===== src/rtl/door_code_tx.sv =====
`default_nettype none
// +----------------------------------------------------------------------------+
// | door_code_tx: sends a 3-digit code to a lock as strobed digits + confirm.  |
// | Option: DOOR_CODE_TX_DIGIT_CHECK_EN rejects non-BCD codes.  Rev 1.0       |
// +----------------------------------------------------------------------------+
module door_code_tx #(
  parameter int PULSE_W = 2,
  parameter int GAP_W   = 4
) (
  input  logic        i_clk,
  input  logic        i_hard_reset,
  input  logic [11:0] i_code,
  input  logic        i_start,
  input  logic        i_abort,
  output logic [3:0]  o_digit,
  output logic        o_confirm_getter,
  output logic        o_confirm_FSM,
  output logic        o_busy,
  output logic        o_done,
  output logic [1:0]  o_digit_idx,
  output logic        o_err
);

  typedef enum logic [2:0] {
    S_IDLE       = 3'd0,
    S_DIG_PULSE  = 3'd1,
    S_DIG_GAP    = 3'd2,
    S_CONF_PULSE = 3'd3,
    S_CONF_GAP   = 3'd4,
    S_DONE       = 3'd5
  } state_t;

  // Counters hold "cycles remaining minus one" so a zero count means last cycle.
  localparam logic [7:0] c_pulse_load = 8'(PULSE_W - 1);
  localparam logic [7:0] c_gap_load   = 8'(GAP_W - 1);

  state_t      r_state;
  logic [11:0] r_code;
  logic [7:0]  r_cnt;
  logic [1:0]  r_idx;
  logic        w_go;

  function automatic logic [3:0] nibble_sel(input logic [11:0] code, input logic [1:0] idx);
    case (idx)
      2'd0:    nibble_sel = code[11:8];
      2'd1:    nibble_sel = code[7:4];
      default: nibble_sel = code[3:0];
    endcase
  endfunction

  assign w_go = i_start && !i_abort;

`ifdef DOOR_CODE_TX_DIGIT_CHECK_EN
  logic r_err;
  logic w_code_ok;
  assign w_code_ok = (i_code[11:8] <= 4'd9) && (i_code[7:4] <= 4'd9) && (i_code[3:0] <= 4'd9);
  assign o_err     = r_err;
`else
  logic w_code_ok;
  assign w_code_ok = 1'b1;
  assign o_err     = 1'b0;
`endif

  always_ff @(posedge i_clk or posedge i_hard_reset) begin
    if (i_hard_reset) begin
      r_state          <= S_IDLE;
      r_code           <= '0;
      r_cnt            <= '0;
      r_idx            <= '0;
      o_digit          <= '0;
      o_confirm_getter <= 1'b0;
      o_confirm_FSM    <= 1'b0;
      o_busy           <= 1'b0;
      o_done           <= 1'b0;
      o_digit_idx      <= '0;
`ifdef DOOR_CODE_TX_DIGIT_CHECK_EN
      r_err            <= 1'b0;
`endif
    end else begin
      o_done <= 1'b0;
`ifdef DOOR_CODE_TX_DIGIT_CHECK_EN
      r_err  <= 1'b0;
`endif
      if (r_state != S_IDLE && i_abort) begin
        r_state          <= S_IDLE;
        r_cnt            <= '0;
        r_idx            <= '0;
        o_digit          <= '0;
        o_confirm_getter <= 1'b0;
        o_confirm_FSM    <= 1'b0;
        o_busy           <= 1'b0;
        o_digit_idx      <= '0;
      end else begin
        case (r_state)
          S_IDLE: begin
            if (w_go && w_code_ok) begin
              r_state          <= S_DIG_PULSE;
              r_code           <= i_code;
              r_idx            <= 2'd0;
              r_cnt            <= c_pulse_load;
              o_digit          <= i_code[11:8];
              o_digit_idx      <= 2'd0;
              o_confirm_getter <= 1'b1;
              o_busy           <= 1'b1;
            end
`ifdef DOOR_CODE_TX_DIGIT_CHECK_EN
            else if (w_go) begin
              r_err <= 1'b1;
            end
`endif
          end
          S_DIG_PULSE: begin
            if (r_cnt == 8'd0) begin
              r_state          <= S_DIG_GAP;
              r_cnt            <= c_gap_load;
              o_confirm_getter <= 1'b0;
            end else begin
              r_cnt <= r_cnt - 8'd1;
            end
          end
          S_DIG_GAP: begin
            if (r_cnt == 8'd0) begin
              r_cnt <= c_pulse_load;
              if (r_idx < 2'd2) begin
                r_state          <= S_DIG_PULSE;
                r_idx            <= r_idx + 2'd1;
                o_digit          <= nibble_sel(r_code, r_idx + 2'd1);
                o_digit_idx      <= r_idx + 2'd1;
                o_confirm_getter <= 1'b1;
              end else begin
                r_state       <= S_CONF_PULSE;
                o_digit       <= '0;
                o_digit_idx   <= 2'd3;
                o_confirm_FSM <= 1'b1;
              end
            end else begin
              r_cnt <= r_cnt - 8'd1;
            end
          end
          S_CONF_PULSE: begin
            if (r_cnt == 8'd0) begin
              r_state       <= S_CONF_GAP;
              r_cnt         <= c_gap_load;
              o_confirm_FSM <= 1'b0;
            end else begin
              r_cnt <= r_cnt - 8'd1;
            end
          end
          S_CONF_GAP: begin
            if (r_cnt == 8'd0) begin
              // busy drops as done rises so the done cycle reads as "finished"
              r_state     <= S_DONE;
              r_cnt       <= '0;
              r_idx       <= '0;
              o_digit_idx <= '0;
              o_busy      <= 1'b0;
              o_done      <= 1'b1;
            end else begin
              r_cnt <= r_cnt - 8'd1;
            end
          end
          S_DONE: begin
            r_state <= S_IDLE;
          end
          default: begin
            r_state <= S_IDLE;
          end
        endcase
      end
    end
  end

endmodule
`default_nettype wire


===== config.mk =====
export PLATFORM = sky130hd
export DESIGN_NAME = door_code_tx
export DESIGN_NICKNAME = d
export VERILOG_FILES = /design/src/rtl/door_code_tx.sv
export SDC_FILE = /design/constraint.sdc
export NUM_CORES = 1
export LEC_CHECK = 0
export CELL_PAD_IN_SITES_DETAIL_PLACEMENT = 2
export CELL_PAD_IN_SITES_GLOBAL_PLACEMENT = 2
export CORE_MARGIN = 2
export CORE_UTILIZATION = 38
export CTS_CLUSTER_DIAMETER = 60
export CTS_CLUSTER_SIZE = 12
export DETAILED_ROUTE_END_ITERATION = 8
export PLACE_DENSITY_LB_ADDON = 0.2
export SKIP_CTS_REPAIR_TIMING = 1
export SYNTH_ARGS = -nofsm -noshare
export SYNTH_HDL_FRONTEND = slang
export SYNTH_SLANG_ARGS = --single-unit

===== constraint.sdc =====
create_clock -name i_clk -period 4.2 [get_ports i_clk]
set_input_delay 0.84 -clock i_clk [delete_from_list [all_inputs] [get_ports i_clk]]
set_output_delay 0.84 -clock i_clk [all_outputs]
set_load 0.1 [all_outputs]

== Word-level counts from Yosys, hierarchy flattened ==
Cells that the tools add are included.

* Output and inout bits: 11
* Logic and storage cells: 94
* Flip-flop bits (word level): 35
* Bits of input ports: 16

* Order comparisons: 1
* Bitwise logic cells: 1
* Equal/unequal tests: 12
* Mux-type cells: 45
* Add/sub/neg operators: 2
* Reductions and logical operators: 23

{| class="wikitable"
|+ Operator list
! cell !! number
|-
| 2-to-1 mux 8 bit || 5
|-
| case mux 8 bit (4 select lines) || 1
|-
| inequality test 3 bit, second input constant || 7
|-
| 2-to-1 mux 2 bit || 9
|-
| 2-to-1 mux 3 bit || 6
|-
| 2-to-1 mux 4 bit || 4
|-
| case mux 4 bit (2 select lines) || 2
|-
| case mux 3 bit (5 select lines) || 1
|-
| AND reduction 5 bit || 3
|-
| 2-to-1 mux 1 bit || 12
|-
| case mux 2 bit (3 select lines) || 2
|-
| nonzero test 3 bit || 4
|-
| AND reduction 3 bit || 3
|-
| zero test 8 bit || 1
|-
| AND reduction 4 bit || 2
|-
| nonzero test 4 bit || 2
|-
| subtractor 8 x 1 -> 8 bit, second input constant || 1
|-
| == test 3 x 2 -> 1 bit, second input constant || 2
|-
| nonzero test 5 bit || 1
|-
| case mux 1 bit (2 select lines) || 2
|-
| == test 3 x 1 -> 1 bit, second input constant || 1
|-
| == test 3 bit, second input constant || 1
|-
| zero test 3 bit || 1
|-
| case mux 1 bit (3 select lines) || 1
|-
| 9 further kinds || 10
|}

== Longest topological paths before layout ==
Gate-level depths: netlist (run 1).

* Depth in word-level cells: 7
* Mapped depth: 9
* Mapped depth without buffers: 6

== Worst setup path after synthesis (run 1) ==
Ideal clock, no wire load.

* Kind: flip-flop to flip-flop
* Start point: register r_cnt[0]
* End point: register o_digit[0]
* Path slack: 2,240 ps
* Data arrival time: 1,834 ps
* Required time: 4,075 ps
* Library setup time: 125 ps
* Clock period less this slack: 1,960 ps
* Stages on the path, launching flop included: 9
* Path buffers: 2
* Path through: dfrtp_1 -> clkbuf_1 -> inv_1 -> ha_1 -> nor2b_1 -> clkbuf_1 -> nand3_4 -> a31oi_4 -> mux2_2

* Cells in the longest elaborated chain, start to end: 3

{| class="wikitable"
|+ RTL lines
! what !! line !! text
|-
| start, declared || 39 || <nowiki>logic [7:0] r_cnt;</nowiki>
|-
| start signal, assigned || 100 || <nowiki>r_cnt <= c_pulse_load;</nowiki>
|-
| start signal, assigned || 115 || <nowiki>r_cnt <= c_gap_load;</nowiki>
|-
| start signal, assigned || 118 || <nowiki>r_cnt <= r_cnt - 8'd1;</nowiki>
|-
| zero test 8 bit || 122 || <nowiki>if (r_cnt == 8'd0) begin</nowiki>
|-
| inequality test 3 bit (no source line) || - ||
|-
| AND reduction 3 bit (no source line) || - ||
|-
| end signal, assigned || 101 || <nowiki>o_digit <= i_code[11:8];</nowiki>
|-
| end signal, assigned || 127 || <nowiki>o_digit <= nibble_sel(r_code, r_idx + 2'd1);</nowiki>
|-
| end, declared || 15 || <nowiki>output logic [3:0] o_digit,</nowiki>
|}

Every way passes these cells.
A chain may end at the register's enable or synchronous reset.

== Worst setup path after layout (run 1) ==
* Start point: input i_abort
* End point: register r_cnt[5]

* Cells in the longest elaborated chain, start to end: 4
* Elaborated cells on any way between the ends: 7
* Those cells by class: eq/ne (1); mux (1); reduce/logical (5)

{| class="wikitable"
|+ RTL lines
! what !! line !! text
|-
| start, declared || 14 || <nowiki>input logic i_abort,</nowiki>
|-
| zero test 1 bit || 51 || <nowiki>assign w_go = i_start && !i_abort;</nowiki>
|-
| logical AND 1 bit || 51 ||
|-
| inequality test 3 bit (no source line) || - ||
|-
| AND reduction 2 bit (no source line) || - ||
|}

Parallel ways exist; a longest one is shown, timed or not.

==> flow_summary.json, run 1 <==
{
  "drive_above_1_share": 0.199,
  "routabilityCongestion": 0.789,
  "worst_skew_pair.late_latency_ns": 0.29,
  "wl_um": 5930,
  "grt_antenna_before_repair": 0,
  "avgRoutedWirePerCell_um": 19.9,
  "preCtsSetupSlack_ns": 1.17,
  "fin_tns_setup_ns": 0,
  "count_of_standard_cell_rows": 27,
  "fin_skew_ns": 0.00541,
  "netlist-cell-type-count": 56,
  "area_growth_pct": 17.1,
  "detailedRoute.firstIterationViolations": 76,
  "hold_violations": 0,
  "synth.area.top_cells": "sky130_fd_sc_hd__dfrtp_1 (42%), sky130_fd_sc_hd__mux2_2 (9.6%), sky130_fd_sc_hd__ha_1 (3.0%)",
  "first_global_vias": 1914,
  "synth_top_area_cell": "sky130_fd_sc_hd__dfrtp_1",
  "final-max-slew-violation-count": 0,
  "maximum_number_of_pins_on_one_net_before_global_route_repair": 36,
  "port_buffer_count": 25,
  "finalWorstSetupSlack_ns": 1.43,
  "place_area_um2": 2380,
  "total_global_route_track_usage": 0.211,
  "final_nets": 246,
  "synth.top_cell.area_share": 0.415,
  "die_area_um2": 6160,
  "cp_data_required_time_ns": 4.40,
  "timing.max_slew.rel_slack": 0.335,
  "route.detailed.vias_per_inst": 5.72,
  "diodes": 0,
  "coreArea_um2": 5440,
  "dp_hpwl_um": 4460,
  "cts_made_buffers": 5,
  "synthesis_stage_register_bit_count": 35,
  "ys_seq_area_frac": 0.415,
  "boundaryPins": 27,
  "synthesis.area_per_instance_um2": 10.2,
  "timing_worst_slew_pin_value_ns": 0.994,
  "detail_route.drc_violations": 0,
  "global_route_wire_length_before_repair_um": 10100,
  "ant_nets": 0,
  "leakagePower_nw": 0.988,
  "numClockSinks": 35,
  "cts.path.max_buffers": 2,
  "floorplan.initialDensity": 0.388,
  "finalCriticalPeriod_ns": 2.77,
  "fin_crit_sh": 0.659,
  "run_status": "finished clean",
  "cts_htree_levels": 2,
  "postSynthCellCount": 207,
  "yosysMostFrequentCell": "sky130_fd_sc_hd__dfrtp_1",
  "ys_warn_count": 0,
  "vias": 1705,
  "synthTopCellsByCount": "sky130_fd_sc_hd__dfrtp_1 (35), sky130_fd_sc_hd__mux2_2 (18), sky130_fd_sc_hd__nor2_1 (16), sky130_fd_sc_hd__a21oi_1 (11), sky130_fd_sc_hd__inv_1 (11)",
  "synth-edff-count": 0,
  "net_count_after_synthesis": 228,
  "worst-setup-path-type": "in2reg",
  "cp.arrival_ns": 2.97,
  "ys_dominant_reg_cell": "sky130_fd_sc_hd__dfrtp_1",
  "power_density_nw_per_um2": 748,
  "post-route-util": 0.454,
  "peakVddDrop_v": 0.000240,
  "cp-end-kind": "register",
  "grt_setup_unrepaired": "no",
  "number_of_standard_cells_in_the_layout_taps_in_and_fillers_out": 298,
  "grt-ovfl-total": 0,
  "synth-async-reset-ratio": 1.00,
  "worst_setup_path_start_kind": "input pin",
  "tritoncts": "built",
  "clk_root_buffer_cell": "sky130_fd_sc_hd__clkbuf_8",
  "achievable-frequency_mhz": 362,
  "placedCellCount": 290,
  "final_area_um2": 2470,
  "die_h_um": 78.5,
  "synthesis.area_um2": 2110,
  "die_width_um": 78.5,
  "max-cap-violations": 0,
  "critical_path_peak_fanout": 14,
  "dr.pass1.iters": 4,
  "setup-violations-final": 0,
  "worst_hold_class": "reg2reg",
  "cts.reportedPaths.clkPinSlew_ns": 0.08
}
layout by cell type, fill, tap and decap left out, types with 3 or more instances in the layout:
| cell type | instances |
|---|---|
| sky130_fd_sc_hd__mux2_2 | 18 |
| sky130_fd_sc_hd__clkdlybuf4s50_1 | 25 |
| sky130_fd_sc_hd__o21ai_0 | 8 |
| sky130_fd_sc_hd__nand2b_1 | 6 |
| sky130_fd_sc_hd__nand3_1 | 3 |
| sky130_fd_sc_hd__clkbuf_8 | 5 |
| sky130_fd_sc_hd__a32oi_1 | 5 |
| sky130_fd_sc_hd__nor3_1 | 4 |
| sky130_fd_sc_hd__nor2_1 | 16 |
| sky130_fd_sc_hd__a221o_1 | 5 |
| sky130_fd_sc_hd__dfrtp_1 | 35 |
| sky130_fd_sc_hd__ha_1 | 5 |
| sky130_fd_sc_hd__nand2_1 | 8 |
| sky130_fd_sc_hd__a21oi_1 | 11 |
| sky130_fd_sc_hd__inv_1 | 11 |
| sky130_fd_sc_hd__or3_1 | 5 |
final timing paths:
path                            slack, ns          from  cells past startpoint        endpoint
worst min-delay path                 0.51     r_code[1]                      1       r_code[1]
min in group asynchronous            1.02  i_hard_reset                      3       r_code[3]
worst min register to register       0.51     r_code[1]                      1       r_code[1]
max in group asynchronous            2.86  i_hard_reset                      3  o_digit_idx[0]
worst max-delay path                 1.43       i_abort                      6        r_cnt[5]
worst max register to register       1.85      r_cnt[0]                      6        r_cnt[1]
state kept, by name, summed over array words and instances (netlist names):
signal	cells
r_cnt	8
r_idx	2
o_done	1
o_busy	1
r_code	12
r_state	3
o_digit	4
o_confirm_getter	1
o_confirm_FSM	1
o_digit_idx	2
cells by family after synthesis:
group	share of synthesized area
other cells	0.00178
mux	0.101
simple gates	0.189
fa+ha+maj	0.0297
buf+inv	0.0593
compound gates	0.204
flops	0.415
layer usage:
metal / routed length, um / vias up / GRT usage
met4: 62 / 0 / 0.0526
met5: 0 / - / 0
li1: - / 800 / -
met3: 134 / 6 / 0.0345
met2: 3050 / 20 / 0.368
met1: 2680 / 879 / 0.272
worst max-delay path, cell delays in order:
cell and delay, ns:
sky130_fd_sc_hd__clkdlybuf4s50_1 0.55, sky130_fd_sc_hd__buf_4 0.26, sky130_fd_sc_hd__and2b_1 0.35, sky130_fd_sc_hd__o22ai_2 0.24
sky130_fd_sc_hd__or4b_1 0.55, sky130_fd_sc_hd__a21oi_1 0.17
metrics by stage:
step                hold WS, ns  total power [mW]
finish                    0.513              1.85
CTS                       0.513              1.87
floorplan                 0.470              1.36
global placement          0.481              1.55
detailed placement        0.495              1.61
global route              0.533              1.98
power breakdown:
group          switching (mW)  internal [mW]  total [mW]
combinational           0.643          0.361        1.00
clock                   0.131          0.115       0.246
sequential              0.134          0.463       0.597
cell type report:
type                            instances  area [um^2]
Clock inverter                          3         20.0
Multi-Input combinational cell        145         1110
Clock buffer                            5         68.8
Tap cell                               72         90.1
Timing Repair Buffer                   27          265
Sequential cell                        35          876
Fill cell                             569         2970
Inverter                               11         41.3
(Power assumes the default switching activity.)
==> inputs of run 2 (changes only) <==
CORE_UTILIZATION = 35   (was 38)
clock period = 2.7 ns   (was 4.2 ns; I/O delays follow)
==> run 2 against run 1 <==
Compared with the run above:
- sequential power grew 55%
- first-iteration DRC count grew 20%
- non-clock buffer count grew 4
- combinational power grew 57%
==> flow_summary.json, run 2 (synthesis results as in run 1) <==
{
  "peakVddDrop_v": 0.000382,
  "die_width_um": 81.6,
  "dp_hpwl_um": 4250,
  "fin_tns_setup_ns": 0,
  "clk_root_buffer_cell": "sky130_fd_sc_hd__clkbuf_8",
  "registers.top_by_ff_count": "r_code",
  "grt_antenna_before_repair": 0,
  "cts_htree_levels": 2,
  "critical_path.top_delay_family": "simple AND/OR/NAND/NOR gates",
  "r2r_setup_slack_ns": 0.65,
  "worstPathCellList": "clkdlybuf4s50_1 -> and2b_1 -> o22ai_2 -> or4b_1 -> a21oi_1",
  "port_buffer_count": 25,
  "timing.max_slew.rel_slack": 0.546,
  "timing_worst_slew_pin_value_ns": 0.671,
  "leakagePower_nw": 1.04,
  "ant_nets": 0,
  "worst_hold_class": "reg2reg",
  "dr.pass1.iters": 4,
  "diodes": 0,
  "multi_input_comb_area_um2": 1110,
  "final-max-slew-violation-count": 0,
  "seq_area_um2": 876,
  "power_density_nw_per_um2": 1190,
  "routabilityCongestion": 0.776,
  "count_of_standard_cell_rows": 28,
  "setup-violations-final": 0,
  "worst-setup-path-type": "in2reg",
  "report.power.total_mw": 2.97,
  "first_global_vias": 1934,
  "final.fill_count": 629,
  "max-cap-violations": 0,
  "worst_setup_path_start_kind": "input pin",
  "finalCriticalPeriod_ns": 2.18,
  "timing.critical_path.buf_inv": 1,
  "numClockSinks": 35,
  "grt_setup_unrepaired": "no",
  "cts.reportedPaths.clkPinSlew_ns": 0.08,
  "cp_data_required_time_ns": 2.91,
  "largest_registers": "r_code (12), r_cnt (8), o_digit (4)",
  "coreArea_um2": 5890,
  "die_h_um": 81.6,
  "run_status": "finished clean",
  "total_global_route_track_usage": 0.195,
  "cp-end-kind": "register",
  "grt-ovfl-total": 0,
  "floorplan.initialDensity": 0.358,
  "critical_path_peak_fanout": 13,
  "crit_path_top_delay_cell": "sky130_fd_sc_hd__or4b_1",
  "fin_crit_sh": 0.807,
  "wl_um": 5850,
  "boundaryPins": 27,
  "area_growth_pct": 18.6,
  "worst_skew_pair.late_latency_ns": 0.29,
  "layout.cells.most_common_list": "sky130_fd_sc_hd__dfrtp_1 (35), sky130_fd_sc_hd__mux2_2 (18), sky130_fd_sc_hd__nor2_1 (16), sky130_fd_sc_hd__buf_4 (16), sky130_fd_sc_hd__clkdlybuf4s50_1 (15)",
  "global_route_wire_length_before_repair_um": 9890,
  "final_nets": 250,
  "layout.cells.most_common": "sky130_fd_sc_hd__dfrtp_1",
  "largest_register_ffs": 12,
  "achievable-frequency_mhz": 459,
  "vias": 1729,
  "drive_above_1_share": 0.257,
  "route.detailed.vias_per_inst": 5.67,
  "hold_violations": 0,
  "crit_path_max_incr_delay_ns": 0.56,
  "cp.arrival_ns": 2.39,
  "cts_made_buffers": 5,
  "cts.path.max_buffers": 2,
  "detail_route.drc_violations": 0,
  "detailedRoute.firstIterationViolations": 91,
  "maximum_number_of_pins_on_one_net_before_global_route_repair": 36,
  "tritoncts": "built",
  "fin_skew_ns": 0.00939,
  "die_area_um2": 6660,
  "avgRoutedWirePerCell_um": 19.2
}
run 2: cell count changes in the layout (fill, tap and decap cells not counted), sizes merged:
cell           previous run  this run
clkinv                    1         2
clkdlybuf4s50            25        15
clkinvlp                  2         0
bufinv                    0         1
buf                       2        16
run 2: cell type report:
| cell class | instances | area share |
|---|---|---|
| sequential | 35 | 0.350 |
| inverter | 11 | 0.0165 |
| multi-input combinational | 145 | 0.443 |
| clock buffer | 5 | 0.0275 |
| clock inverter | 3 | 0.0175 |
| timing repair buffer | 31 | 0.108 |
| tap | 75 | 0.0375 |
run 2: worst paths after layout:
check	start	to	depth (start not counted)
max	i_abort	r_cnt[5]	5
min	r_code[9]	r_code[9]	1
max reg2reg	r_cnt[0]	r_cnt[4]	7
min reg2reg	r_code[9]	r_code[9]	1
max in group asynchronous	i_hard_reset	r_cnt[7]	3
min in group asynchronous	i_hard_reset	r_code[3]	3
run 2: report_power, final:
part / internal (mW) / switching, mW
clock network: 0.275 / 0.209
logic: 0.561 / 1.01
registers: 0.720 / 0.203
total: 1.56 / 1.42
run 2: worst register-to-register path, stage by stage (launching register included):
cell                      delay (ns)
sky130_fd_sc_hd__dfrtp_1        0.49
sky130_fd_sc_hd__inv_1          0.15
sky130_fd_sc_hd__ha_1           0.15
sky130_fd_sc_hd__nor2b_1        0.13
sky130_fd_sc_hd__buf_4          0.17
sky130_fd_sc_hd__a41oi_1        0.15
sky130_fd_sc_hd__o22ai_1        0.54
sky130_fd_sc_hd__a21oi_1        0.10
run 2: through the flow:
step / util / setup WS (ns) / instance area [um^2] / cells / hold slack (ns)
2_1_floorplan: - / 0.740 / 2110 / 207 / 0.470
3_3_place_gp: 0.406 / 0.336 / 2390 / 297 / 0.491
3_5_place_dp: 0.406 / 0.225 / 2390 / 297 / 0.500
4_1_cts: 0.425 / 0.522 / 2500 / 305 / 0.519
5_1_grt: 0.425 / 0.419 / 2500 / 305 / 0.533
6_report: 0.425 / 0.521 / 2500 / 305 / 0.514
run 2: metal layers:
| metal | vias to the layer above | share of wire | track usage |
|---|---|---|---|
| met2 | 26 | 0.51 | 0.341 |
| met4 | 0 | 0.010 | 0.0567 |
| met3 | 6 | 0.029 | 0.0374 |
| met5 | - | 0 | 0 |
| li1 | 810 | - | - |
| met1 | 887 | 0.45 | 0.245 |
==> inputs of run 3 (changes only) <==
clock period = 2.2 ns   (was 2.7 ns; I/O delays follow)
==> run 3 against run 2 <==
Compared with the run above:
- via count up 1.2%
- die area unchanged
- routed wire length up 2.6%
- worst hold slack worse by 0.0044 ns
- power up 23%
- sequential share of layout area down 0.92 points
- register-to-register slack worse by 0.47 ns
- critical path type is now reg2reg
- largest cell class unchanged
- largest power group unchanged
==> flow_summary.json, run 3 (synthesis results as in run 1) <==
{
  "timing.max_slew.rel_slack": 0.650,
  "grt_antenna_before_repair": 0,
  "crit_path_top_delay_cell": "sky130_fd_sc_hd__dfrtp_1",
  "cts.reportedPaths.clkPinSlew_ns": 0.08,
  "vias": 1749,
  "ant_nets": 0,
  "drive_above_1_share": 0.288,
  "timing_worst_slew_pin_value_ns": 0.525,
  "cts_made_buffers": 5,
  "die_area_um2": 6660,
  "worst_hold_path.num_cells": 1,
  "cp.arrival_ns": 2.20,
  "detail_route.drc_violations": 0,
  "fin_crit_sh": 0.919,
  "max-cap-violations": 0,
  "floorplan.initialDensity": 0.358,
  "worst_r2r_endpoint": "o_digit[2]",
  "netSwitchingFraction": 0.483,
  "critical_path_peak_fanout": 9,
  "hold_path.startpoint": "r_code[0]",
  "largest_registers": "r_code (12), r_cnt (8), o_digit (4)",
  "power_density_nw_per_um2": 1430,
  "fin_skew_ns": 0.0103,
  "power_report.internal_total_mw": 1.89,
  "grt-ovfl-total": 0,
  "report.power.total_mw": 3.66,
  "grt_setup_unrepaired": "no",
  "worstReg2RegStart": "r_cnt[1]",
  "worst_skew_pair.late_latency_ns": 0.30,
  "run_status": "finished clean",
  "clk_root_buffer_cell": "sky130_fd_sc_hd__clkbuf_8",
  "r2r_setup_slack_ns": 0.18,
  "leakagePower_nw": 1.08,
  "port_buffer_count": 25,
  "total_global_route_track_usage": 0.199,
  "first_global_vias": 1991,
  "final.fill_count": 627,
  "net_switching_power_of_the_design_mw": 1.77,
  "timing.critical_path.buf_inv": 1,
  "peakVddDrop_v": 0.000525,
  "wl_um": 6000,
  "tritoncts": "built",
  "final-max-slew-violation-count": 0,
  "cts.path.max_buffers": 2,
  "layout.cells.most_common": "sky130_fd_sc_hd__dfrtp_1",
  "numClockSinks": 35,
  "worst_hold_path.endpoint": "r_code[0]",
  "dr.pass1.iters": 4,
  "cts_htree_levels": 2,
  "global_route_wire_length_before_repair_um": 10100,
  "fin_tns_setup_ns": 0,
  "clock_network_fraction_of_total_power": 0.135,
  "finalCriticalPeriod_ns": 2.02,
  "achievable-frequency_mhz": 494,
  "detailedRoute.firstIterationViolations": 79,
  "area_growth_pct": 21.8,
  "maximum_number_of_pins_on_one_net_before_global_route_repair": 36,
  "combinational_power_share": 0.567,
  "pwr-share-seq": 0.298,
  "rr_worst_depth": 6,
  "count_of_standard_cell_rows": 28,
  "largest_register_ffs": 12,
  "layout.cells.most_common_list": "sky130_fd_sc_hd__dfrtp_1 (35), sky130_fd_sc_hd__buf_4 (25), sky130_fd_sc_hd__mux2_2 (18), sky130_fd_sc_hd__nor2_1 (16), sky130_fd_sc_hd__clkdlybuf4s50_1 (15)",
  "worst-setup-path-type": "reg2reg",
  "cp_data_required_time_ns": 2.38,
  "crit_path_max_incr_delay_ns": 0.44,
  "worst_setup_path_start_kind": "register",
  "worst_hold_class": "reg2reg",
  "registers.top_by_ff_count": "r_code",
  "route.detailed.vias_per_inst": 5.55,
  "final_nets": 260,
  "cp-end-kind": "register",
  "setup-violations-final": 0,
  "coreArea_um2": 5890,
  "critical_path.top_delay_family": "simple AND/OR/NAND/NOR gates",
  "diodes": 0,
  "avgRoutedWirePerCell_um": 19.1,
  "boundaryPins": 27,
  "dp_hpwl_um": 4600,
  "hold_violations": 0,
  "die_width_um": 81.6,
  "worstPathCellList": "inv_1 -> ha_1 -> nor2b_1 -> nand3_4 -> a31oi_4 -> mux2_2",
  "routabilityCongestion": 0.800,
  "die_h_um": 81.6
}
==> run 3: cell count changes in the layout (fill, tap and decap cells not counted) <==
cell and change:
sky130_fd_sc_hd__buf_4 +9, sky130_fd_sc_hd__clkinvlp_4 +2, sky130_fd_sc_hd__buf_12 +1, sky130_fd_sc_hd__bufinv_16 -1, sky130_fd_sc_hd__clkinv_2 -1, sky130_fd_sc_hd__clkinv_4 -1, sky130_fd_sc_hd__inv_6 +1
==> run 3: worst max path at each step <==
stage	end	from	slack, ns	depth (start not counted)
3_3_place_gp	r_cnt[5]	i_abort	0.05	5
6_report	o_digit[2]	r_cnt[1]	0.18	6
3_5_place_dp	r_cnt[3]	i_abort	-0.04	6
2_1_floorplan	o_digit[0]	r_cnt[0]	0.24	8
4_1_cts	o_digit[2]	r_cnt[1]	0.16	6
5_1_grt	o_digit[2]	r_cnt[1]	0.02	6
==> run 3: power by group through the flow <==
| stage | logic (mW) | clock network [mW] | registers (mW) |
|---|---|---|---|
| 2_1_floorplan | 1.17 | 0 | 1.43 |
| 3_3_place_gp | 1.99 | 0 | 1.08 |
| 3_5_place_dp | 2.09 | 0 | 1.11 |
| 4_1_cts | 2.10 | 0.515 | 1.10 |
| 5_1_grt | 2.26 | 0.539 | 1.13 |
| 6_report | 2.08 | 0.496 | 1.09 |
==> run 3: metal layers <==
layer	vias up	track usage	routed length [um]	part of all wire
met5	-	0	0	0
met4	0	0.0583	93	0.015
met3	9	0.0352	138	0.023
met2	24	0.363	3160	0.53
met1	888	0.238	2610	0.43
li1	828	-	-	-
==> run 3: cell type report <==
type                            instances  area (um^2)  share of cell area
Clock buffer                            5         68.8              0.0268
Clock inverter                          3         23.8             0.00925
Inverter                               11         41.3              0.0161
Multi-Input combinational cell        145         1110               0.431
Sequential cell                        35          876               0.341
Tap cell                               75         93.8              0.0365
Timing Repair Buffer                   41          358               0.139
==> run 3: worst reg2reg max path: stages (launching register included) <==
cell and delay, ns:
sky130_fd_sc_hd__dfrtp_1 0.44, sky130_fd_sc_hd__inv_1 0.10, sky130_fd_sc_hd__ha_1 0.13, sky130_fd_sc_hd__nor2b_1 0.35
sky130_fd_sc_hd__nand3_4 0.23, sky130_fd_sc_hd__a31oi_4 0.30, sky130_fd_sc_hd__mux2_2 0.36
==> run 3: metrics by stage <==
step / util / cells / setup slack (ns) / cell area, um^2 / hold WS, ns
global placement: 0.421 / 307 / 0.0467 / 2480 / 0.491
finish: 0.437 / 315 / 0.178 / 2570 / 0.509
global route: 0.437 / 315 / 0.0195 / 2570 / 0.540
floorplan: - / 207 / 0.240 / 2110 / 0.470
detailed placement: 0.421 / 307 / -0.0438 / 2480 / 0.496
CTS: 0.437 / 315 / 0.162 / 2570 / 0.517
